$ cat src/rtl/clkctl_pkg.sv
// Shared types and widths for the step/run/halt clock-enable controller.
package clkctl_pkg;

   typedef enum logic [1:0] {
      STEP = 2'd0,
      RUN  = 2'd1,
      HALT = 2'd2
   } state_t;

   localparam int CNT_W = 32;

endpackage

$ cat src/rtl/step_clock_controller_key_debouncer.sv
// Pushbutton front end: 2-flop synchronizer, stable-count debouncer and a
// one-cycle step_pulse on each debounced press (1->0 of the active-low key).
module key_debouncer #(
   parameter int DB_CYCLES = 1000000
) (
   input  logic clk_50MHz,
   input  logic rst,
   input  logic key_n,
   output logic step_pulse
);

   localparam int               DB_W    = $clog2(DB_CYCLES + 1);
   localparam logic [DB_W-1:0]  DB_LAST = DB_W'(DB_CYCLES - 1);

   logic            key_meta;
   logic            key_sync;
   logic [1:0]      flush;
   logic            armed;
   logic            key_db;
   logic [DB_W-1:0] db_cnt;

   // NOTE: sequential state uses non-blocking assignments so every flop samples pre-edge values.
   always_ff @(posedge clk_50MHz or posedge rst) begin
      if (rst) begin
         key_meta <= 1'b1;
         key_sync <= 1'b1;
      end else begin
         key_meta <= key_n;
         key_sync <= key_meta;
      end
   end

   // A press only counts once the key has been seen released after reset,
   // so a key held through reset release never produces a step.
   always_ff @(posedge clk_50MHz or posedge rst) begin
      if (rst) begin
         flush <= 2'b00;
         armed <= 1'b0;
      end else begin
         flush <= {flush[0], 1'b1};
         armed <= armed | (flush[1] & key_sync);
      end
   end

   always_ff @(posedge clk_50MHz or posedge rst) begin
      if (rst) begin
         db_cnt     <= '0;
         key_db     <= 1'b1;
         step_pulse <= 1'b0;
      end else begin
         step_pulse <= 1'b0;
         if (key_sync == key_db) begin
            db_cnt <= '0;
         end else if (db_cnt == DB_LAST) begin
            db_cnt     <= '0;
            key_db     <= key_sync;
            step_pulse <= armed & ~key_sync;
         end else begin
            db_cnt <= db_cnt + 1'b1;
         end
      end
   end

endmodule

$ cat src/rtl/step_clock_controller.sv
// Processor clock-enable controller with STEP / RUN / HALT modes.
// Define CYCLE_COUNT_EN to build the 32-bit cpu_en pulse counter.
module step_clock_controller
   import clkctl_pkg::*;
#(
   parameter int RUN_DIV   = 50000000,
   parameter int DB_CYCLES = 1000000
) (
   input  logic             clk_50MHz,
   input  logic             rst,
   input  logic             sw_run,
   input  logic             key_step_n,
   input  logic             halt_req,
   input  logic             clr_halt,
   output logic             cpu_en,
   output logic [1:0]       mode,
   output logic [CNT_W-1:0] cycle_count
);

   localparam int               DIV_W    = $clog2(RUN_DIV);
   localparam logic [DIV_W-1:0] DIV_LAST = DIV_W'(RUN_DIV - 1);

   logic             sw_meta;
   logic             sw_sync;
   logic             step_pulse;
   state_t           state;
   state_t           state_next;
   logic [DIV_W-1:0] div;
   logic [DIV_W-1:0] div_next;
   logic             en_next;

   always_ff @(posedge clk_50MHz or posedge rst) begin
      if (rst) begin
         sw_meta <= 1'b0;
         sw_sync <= 1'b0;
      end else begin
         sw_meta <= sw_run;
         sw_sync <= sw_meta;
      end
   end

   key_debouncer #(
      .DB_CYCLES (DB_CYCLES)
   ) u_key_debouncer (
      .clk_50MHz  (clk_50MHz),
      .rst        (rst),
      .key_n      (key_step_n),
      .step_pulse (step_pulse)
   );

   always_ff @(posedge clk_50MHz or posedge rst) begin
      if (rst) begin
         state  <= STEP;
         div    <= '0;
         cpu_en <= 1'b0;
      end else begin
         state  <= state_next;
         div    <= div_next;
         cpu_en <= en_next;
      end
   end

   // halt_req outranks sw_run; in HALT only a lone clr_halt releases.
   always_comb begin
      // NOTE: assign a default first so no path leaves a combinational output unassigned (latch).
      state_next = state;
      case (state)
         STEP: begin
            if (halt_req)    state_next = HALT;
            else if (sw_sync) state_next = RUN;
         end
         RUN: begin
            if (halt_req)     state_next = HALT;
            else if (!sw_sync) state_next = STEP;
         end
         HALT: begin
            if (clr_halt && !halt_req) state_next = STEP;
         end
         default: state_next = STEP;
      endcase
   end

   // The divider only runs while staying in RUN, so it restarts at 0 on every
   // entry and a pulse due on a leaving cycle is dropped.
   always_comb begin
      en_next  = 1'b0;
      div_next = '0;
      case (state)
         STEP: en_next = step_pulse & ~halt_req;
         RUN: begin
            if (state_next == RUN) begin
               if (div == DIV_LAST) begin
                  en_next = 1'b1;
               end else begin
                  div_next = div + 1'b1;
               end
            end
         end
         default: en_next = 1'b0;
      endcase
   end

   assign mode = state;

`ifdef CYCLE_COUNT_EN
   logic [CNT_W-1:0] count_q;

   always_ff @(posedge clk_50MHz or posedge rst) begin
      if (rst) begin
         count_q <= '0;
      end else begin
         count_q <= count_q + CNT_W'(cpu_en);
      end
   end

   assign cycle_count = count_q;
`else
   assign cycle_count = '0;
`endif

endmodule

$ cat config.mk
export PLATFORM = sky130hd
export DESIGN_NAME = step_clock_controller
export DESIGN_NICKNAME = d
export VERILOG_FILES = /design/src/rtl/clkctl_pkg.sv /design/src/rtl/step_clock_controller_key_debouncer.sv /design/src/rtl/step_clock_controller.sv
export SDC_FILE = /design/constraint.sdc
export NUM_CORES = 1
export LEC_CHECK = 0
export ABC_AREA = 1
export CAP_MARGIN = 0
export CORE_ASPECT_RATIO = 1.1
export CORE_UTILIZATION = 56
export CTS_CLUSTER_SIZE = 24
export DETAILED_ROUTE_END_ITERATION = 12
export PLACE_DENSITY = 0.87
export SLEW_MARGIN = 20
export SYNTH_ARGS = -nofsm -noshare
export SYNTH_HDL_FRONTEND = slang
export SYNTH_SLANG_ARGS = --single-unit
export TNS_END_PERCENT = 1
$ cat constraint.sdc
create_clock -name clk_50MHz -period 2.03 [get_ports clk_50MHz]
set_input_delay 0.406 -clock clk_50MHz [delete_from_list [all_inputs] [get_ports clk_50MHz]]
set_output_delay 0.406 -clock clk_50MHz [all_outputs]
set_load 0.05 [all_outputs]
==> impl_metrics.ini, run 1 <==
[routing]
finalWirelength_mm = 6.25
vias = 2630
wl_per_cell_um = 11.8
routed_via_density = 4.97
ant_nets = 0
drt_iter0_drc = 131
drc = 0
drtPass1Iterations = 5

[global_route]
met1_usage_pct = 26.3
grt_antenna_before_repair = 0
grt_start_max_net_pins = 43
globalRouteMet3Util_pct = 7.89
grt_overflow = 0
grtUsageMet2_pct = 41.6
busiest_layer = met2
first_global_vias = 2492
track_usage_pct = 23.5
grt_first_pass_wirelength_mm = 10.8

[clock_network]
path_clk_slew_ns = 0.07
htree_levels = 3
worstSkewPairLatency_ns = 0.34
cts_tree = built
cts_buffers = 9
cts_buffer_depth = 2
postCtsHoldBufs = 0
cts_sinks = 58
cts_root_buf = clkbuf_8

[sta]
setup_viol = 0
drv_slew = 0
fin_crit_sh_pct = 96.3
tns_ns = 0
hold_violations = 0
fin_crit_ns = 1.95
fin_ws_ns = 0.0760
rsz0062_at_grt = no
timing.fmax_mhz = 512
finClkSkew_ns = 0.00666

[placed_design]
gp_congestion = 0.930
io_buffers = 8
place_hpwl_mm = 4.40
placed_area_um2 = 3370
place_inst = 513
pre_cts_ws_ns = 0.310

[worst_setup_path]
cp_slowest_cell = clkdlybuf4s50_1
r2r_start = div[0]
endpoint = mode[1]
r2r-end = div[19]
path_buf_inv = 1
regToRegSetupSlack_ns = 0.34
cp.depth = 1
cp_data_arrival_time_ns = 1.55
cpPeakStageDelay_ns = 0.82
cp.required_ns = 1.62
worstPathCellList = clkdlybuf4s50_1
rr_worst_depth = 6
criticalPathCategory = flop to primary output
crit_family = buffers and inverters
cp-start-kind = flop
path_max_fanout = 4
critPathCaptureType = primary output
startpoint = mode[1]

[power_and_ir_drop]
p_clk_share_pct = 48.0
power_w = 0.00269
p_per_area_nw_per_um2 = 744
p_sw_share_pct = 25.0
p_leak_nw = 1.58
p_int_w = 0.00201
vdd_ir_drop_max_mv = 0.610
p_sw_w = 0.000673
seqPwrFrac_pct = 44.0
combPwrFrac_pct = 8.0

[layout]
layout-drive-gt1-share_pct = 11.7
nFillCells = 454
layout.nets = 457
area_growth_pct = 9.24
postLayoutCellArea_um2 = 3610
fin_cells = 529
diodes = 0

[floorplan]
coreArea_um2 = 5540
fp.dieH_um = 82.6
ios = 41
initial_core_util_pct = 59.7
die_w_um = 75.2
dieArea_um2 = 6210
row_count = 28

[yosys]
synthCells = 430
yosys.cell_types.count = 29
synth_top_area_share_pct = 41.7
ys_seq_area_share_pct = 44.0
ys_async_sr_fraction_pct = 100
yosys_warnings = 0
yosys.area.top_type = dfrtp_1
synth_common_cells = 95 x nor2_1, 94 x nand2_1, 55 x dfrtp_1, 40 x inv_1, 32 x buf_4
syn-mean-instance-area_um2 = 7.68
synth.most_common_cell = nor2_1
synthFlopType = dfrtp_1
synth_area_um2 = 3300
synth_area_leaders = dfrtp_1 42%, nor2_1 11%, nand2_1 11%
synth_edf_count = 0
synth_seq_cells = 58

[run_status]
status = completed

[worst_hold_path]
min-delay-start = u_key_debouncer.key_meta
hp-class = flop to flop

[job]
max_cap_viol_count = 0
==> worst min-delay path by stage <==
stage	end	depth (start not counted)	slack [ns]
after floorplan	sw_sync	0	0.33
after global placement	sw_sync	0	0.33
after detailed placement	sw_sync	0	0.35
after CTS	u_key_debouncer.key_sync	0	0.36
after global routing	u_key_debouncer.key_sync	0	0.36
final	u_key_debouncer.key_sync	0	0.36
==> area by class of cell <==
cell class / instances / area, um^2 / share of cell area [%]
Tap cell: 75 / 93.8 / 2.60
Timing Repair Buffer: 10 / 106 / 2.95
Multi-Input combinational cell: 327 / 1550 / 43.0
Clock inverter: 7 / 116 / 3.22
Inverter: 43 / 161 / 4.47
Sequential cell: 58 / 1460 / 40.3
Clock buffer: 9 / 124 / 3.43
==> what timing repair did <==
action                     CTS  global route
resized for setup            1             0
setup buffers                0             0
setup endpoints to repair    1             0
==> per-stage QoR <==
stage	util, %	hold WS, ns
2_1_floorplan	-	0.331
4_1_cts	65.2	0.361
3_5_place_dp	60.9	0.348
6_report	65.2	0.358
5_1_grt	65.2	0.362
3_3_place_gp	60.9	0.335
==> layout by cell type, fill, tap and decap left out, types with 2 or more instances in the layout <==
master	instances
nor3_1	9
o21ai_0	4
clkbuf_8	9
nor2_1	95
nor2_2	10
a21oi_1	6
xnor2_1	5
nand3_1	25
ha_1	2
dfrtp_1	55
nand3b_1	2
conb_1	33
clkinv_2	2
clkdlybuf4s50_1	7
nand4_1	6
bufinv_16	3
nor2_4	5
inv_1	39
inv_2	4
dfstp_2	3
nand2_1	94
nand2_2	9
xor2_1	14
==> power by group through the flow <==
stage | Combinational, W | Sequential [W] | Clock [W]
floorplan | 0.000218 | 0.00121 | 0
global placement | 0.000213 | 0.00120 | 0
detailed placement | 0.000215 | 0.00120 | 0
CTS | 0.000215 | 0.00118 | 0.00132
global route | 0.000232 | 0.00118 | 0.00136
finish | 0.000214 | 0.00118 | 0.00129
==> routing by layer <==
metal  vias to the layer above  part of all wire, %
met3                        20                  4.7
li1                       1304                    -
met1                      1223                   40
met2                        83                   53
met4                         0                  2.2
met5                         -                    0
==> registers in the layout, summed over array words and instances, names as in the netlist, 2 cells and up <==
name and flops:
u_key_debouncer.db_cnt 20, div 26, mode 2, u_key_debouncer.flush 2
==> cell families after synthesis <==
family          after synthesis  share of synthesized area, %
other cells                   2                         0.227
flops                        58                          44.0
xor+xnor                     20                          5.53
fa+ha+maj                     2                         0.757
buf+inv                      76                          12.5
compound gates               14                          2.76
simple gates                258                          34.2
Power figures use the tool's default switching activity.
==> run 2: changes to the inputs <==
--- a/config.mk
+++ b/config.mk
@@ -8,10 +8,10 @@
 export ABC_AREA = 1
 export CAP_MARGIN = 0
 export CORE_ASPECT_RATIO = 1.1
-export CORE_UTILIZATION = 56
+export CORE_UTILIZATION = 30
 export CTS_CLUSTER_SIZE = 24
 export DETAILED_ROUTE_END_ITERATION = 12
-export PLACE_DENSITY = 0.87
+export PLACE_DENSITY = 0.55
 export SLEW_MARGIN = 20
 export SYNTH_ARGS = -nofsm -noshare
 export SYNTH_HDL_FRONTEND = slang
==> impl_metrics.ini, run 2 (synthesis results as in run 1) <==
[run_status]
status = completed

[routing]
drc = 0
vias = 2483
wl_per_cell_um = 10.1
drtPass1Iterations = 4
ant_nets = 0
finalWirelength_mm = 6.02
drt_iter0_drc = 74
routed_via_density = 4.15

[floorplan]
coreArea_um2 = 10500
dieArea_um2 = 11400
die_w_um = 102
fp.dieH_um = 112
row_count = 39
ios = 41
initial_core_util_pct = 31.4

[worst_setup_path]
path_max_fanout = 4
r2r_start = div[0]
criticalPathCategory = flop to primary output
cp_slowest_cell = clkdlybuf4s50_1
cp-start-kind = flop
critPathCaptureType = primary output
crit_family = buffers and inverters
cp_data_arrival_time_ns = 1.54
cpPeakStageDelay_ns = 0.82
cp.required_ns = 1.62
regToRegSetupSlack_ns = 0.39
worstPathCellList = clkdlybuf4s50_1
path_buf_inv = 1
startpoint = mode[1]

[global_route]
grt_antenna_before_repair = 0
grt_overflow = 0
grt_first_pass_wirelength_mm = 10.5
grt_start_max_net_pins = 42
track_usage_pct = 11.9
first_global_vias = 2402

[sta]
setup_viol = 0
rsz0062_at_grt = no
timing.fmax_mhz = 514
hold_violations = 0
drv_slew = 0
fin_ws_ns = 0.0839
fin_crit_sh_pct = 95.9
finClkSkew_ns = 0.00579
tns_ns = 0
fin_crit_ns = 1.95

[power_and_ir_drop]
power_w = 0.00317
combPwrFrac_pct = 6.7
p_sw_share_pct = 23.1
p_leak_nw = 1.65
p_per_area_nw_per_um2 = 830
vdd_ir_drop_max_mv = 0.479
p_clk_share_pct = 55.9
seqPwrFrac_pct = 37.4
p_sw_w = 0.000731
p_int_w = 0.00244

[job]
max_cap_viol_count = 0

[clock_network]
cts_buffers = 9
postCtsHoldBufs = 0
cts_resized = 0
cts_buffer_depth = 2
cts_root_buf = clkbuf_16
cts_setup_buffers = 0
path_clk_slew_ns = 0.06
htree_levels = 3
cts_sinks = 58
cts_tree = built
worstSkewPairLatency_ns = 0.33

[placed_design]
placed_area_um2 = 3460
pre_cts_ws_ns = 0.303
gp_congestion = 0.822
io_buffers = 8
place_hpwl_mm = 4.47

[layout]
layout.nets = 458
layout-drive-gt1-share_pct = 11.9
largestRegisters = div: 26 flops, u_key_debouncer.db_cnt: 20 flops
diodes = 0
final_util_pct = 36.2
postLayoutCellArea_um2 = 3820
area_growth_pct = 15.5
most-common-layout-cells = 95 x nor2_1, 94 x nand2_1, 55 x dfrtp_1
mostFrequentLayoutCell = nor2_1
top_register = div
largest_register_ffs = 26

[worst_hold_path]
hp-class = flop to flop
min-delay-start = u_key_debouncer.flush[0]
run 2: power by group through the flow:
stage	logic [W]	clock network, W	registers, W
after floorplan	0.000218	0	0.00121
after global placement	0.000215	0	0.00120
after detailed placement	0.000216	0	0.00120
after CTS	0.000216	0.00181	0.00118
after global routing	0.000230	0.00187	0.00118
final	0.000213	0.00177	0.00118
run 2: final timing paths:
| path | to | cells past startpoint |
|---|---|---|
| worst max-delay path | mode[1] | 1 |
| worst min-delay path | u_key_debouncer.flush[1] | 0 |
| worst max register to register | div[19] | 6 |
| worst min register to register | u_key_debouncer.flush[1] | 0 |
| max in group asynchronous | div[14] | 3 |
| min in group asynchronous | u_key_debouncer.flush[1] | 2 |
run 2: cell type report:
type	count	area [um^2]
Clock buffer	10	239
Sequential cell	58	1460
Tap cell	143	179
Clock inverter	6	113
Multi-Input combinational cell	327	1550
Fill cell	1111	6720
Timing Repair Buffer	11	118
Inverter	43	161
run 2: metal layers:
metal | vias up | GRT usage [%] | wire length, um
met5 | - | 0 | 0
met1 | 1136 | 14.5 | 2830
li1 | 1305 | - | -
met3 | 5 | 4.23 | 249
met4 | 0 | 4.10 | 48
met2 | 37 | 19.3 | 2890
run 2: per-stage QoR:
step / hold WS [ns] / instances
3_5_place_dp: 0.339 / 582
5_1_grt: 0.353 / 598
6_report: 0.348 / 598
4_1_cts: 0.352 / 598
3_3_place_gp: 0.334 / 582
2_1_floorplan: 0.331 / 461
==> run 3: changes to the inputs <==
--- a/config.mk
+++ b/config.mk
@@ -8,10 +8,10 @@
 export ABC_AREA = 1
 export CAP_MARGIN = 0
 export CORE_ASPECT_RATIO = 1.1
-export CORE_UTILIZATION = 30
-export CTS_CLUSTER_SIZE = 24
+export CORE_UTILIZATION = 40
+export CTS_CLUSTER_DIAMETER = 60
 export DETAILED_ROUTE_END_ITERATION = 12
-export PLACE_DENSITY = 0.55
+export PLACE_DENSITY = 0.68
 export SLEW_MARGIN = 20
 export SYNTH_ARGS = -nofsm -noshare
 export SYNTH_HDL_FRONTEND = slang
==> impl_metrics.ini, run 3 (synthesis results as in run 1) <==
[clock_network]
cts_tree = built
htree_levels = 3
worstSkewPairLatency_ns = 0.33
cts_root_buf = clkbuf_8
cts_buffers = 9
cts_sinks = 58
cts_buffer_depth = 2
path_clk_slew_ns = 0.06

[layout]
mostFrequentLayoutCell = nor2_1
most-common-layout-cells = 95 x nor2_1, 94 x nand2_1, 55 x dfrtp_1
multiInputGateArea_um2 = 1550
largest_register_ffs = 26
area_growth_pct = 8.60
postLayoutCellArea_um2 = 3590
layout-drive-gt1-share_pct = 11.5
diodes = 0
top_register = div
nFillCells = 792
seq_area_um2 = 1460
layout.nets = 457
largestRegisters = div: 26 flops, u_key_debouncer.db_cnt: 20 flops

[sta]
hold_violations = 0
setup_viol = 0
fin_crit_ns = 1.85
drv_slew = 0
fin_crit_sh_pct = 91.1
timing.fmax_mhz = 541
rsz0062_at_grt = no
maxSlewHeadroom_pct = 66.6
worst_pin_slew_ns = 0.500
holdWs_ns = 0.355
tns_ns = 0
finClkSkew_ns = 0.00521

[placed_design]
gp_congestion = 0.879
place_hpwl_mm = 4.23
placed_area_um2 = 3410
io_buffers = 8

[global_route]
first_global_vias = 2421
track_usage_pct = 15.1
grt_start_max_net_pins = 59
grt_overflow = 0
grt_antenna_before_repair = 0
grt_first_pass_wirelength_mm = 10.2

[worst_setup_path]
criticalPathCategory = flop to primary output
crit_family = buffers and inverters
rr_worst_depth = 6
cp_data_arrival_time_ns = 1.44
r2r-end = div[12]
cp_slowest_cell = clkdlybuf4s50_1
r2r_start = div[0]
cpPeakStageDelay_ns = 0.80
path_buf_inv = 1
path_max_fanout = 1
regToRegSetupSlack_ns = 0.40
cp.required_ns = 1.62
critPathCaptureType = primary output
cp-start-kind = flop
worstPathCellList = clkdlybuf4s50_1

[routing]
drc = 0
ant_nets = 0
vias = 2547
drtPass1Iterations = 4
finalWirelength_mm = 5.79
routed_via_density = 4.53
drt_iter0_drc = 92
wl_per_cell_um = 10.3

[power_and_ir_drop]
p_per_area_nw_per_um2 = 643
power_w = 0.00231
p_leak_nw = 1.56
vdd_ir_drop_max_mv = 0.429

[floorplan]
row_count = 34
dieArea_um2 = 8630
fp.dieH_um = 97.3
die_w_um = 88.7
coreArea_um2 = 7960
ios = 41
initial_core_util_pct = 41.5

[worst_hold_path]
worstHoldEndpoint = sw_sync
hold_path_depth = 0
min-delay-start = sw_meta
hp-class = flop to flop

[job]
max_cap_viol_count = 0

[run_status]
status = completed
==> run 3: what timing repair did <==
action	in CTS	in global routing
hold buffers	0	0
buffers inserted	0	0
endpoints found under the hold margin	0	0
endpoints found under the setup margin	0	2
resized for setup	0	2
==> run 3: final cells by class <==
class                   count  area share, %
repair buffers             10           3.14
clock buffers              11           3.94
inverters                  43           4.50
clock inverters             5          0.837
flip-flops and latches     58           40.6
well taps                 108           3.77
multi-input cells         327           43.3
==> run 3: metrics by stage <==
step / setup slack (ns) / util, % / cells
finish: 0.180 / 45.1 / 562
global route: 0.131 / 45.1 / 562
CTS: 0.0177 / 45.0 / 562
detailed placement: 0.286 / 42.9 / 546
global placement: 0.370 / 42.9 / 546
floorplan: 0.201 / - / 461
==> run 3: per-layer routing <==
metal / up-vias / track usage [%] / share of wire, %
met5: - / 0 / 0
met4: 0 / 4.22 / 0.59
met3: 4 / 5.10 / 2.8
met2: 42 / 25.4 / 51
met1: 1201 / 18.0 / 45
li1: 1300 / - / -
==> run 3: how the worst max path moves through the flow <==
stage | depth (start not counted) | end | slack (ns) | start
final | 1 | cpu_en | 0.18 | cpu_en
after floorplan | 1 | cpu_en | 0.20 | rst
after detailed placement | 5 | div[2] | 0.29 | halt_req
after CTS | 1 | mode[0] | 0.02 | mode[0]
after global placement | 5 | div[2] | 0.37 | halt_req
after global routing | 1 | cpu_en | 0.13 | cpu_en
==> run 3: power breakdown <==
part / switching [W] / leakage, nW / internal, W / total [W]
Clock: 0.000443 / 0.0851 / 0.000469 / 0.000912
Sequential: 0.0000106 / 0.780 / 0.00117 / 0.00118
Combinational: 0.000185 / 0.697 / 0.0000287 / 0.000214
Total: 0.000639 / 1.56 / 0.00167 / 0.00231
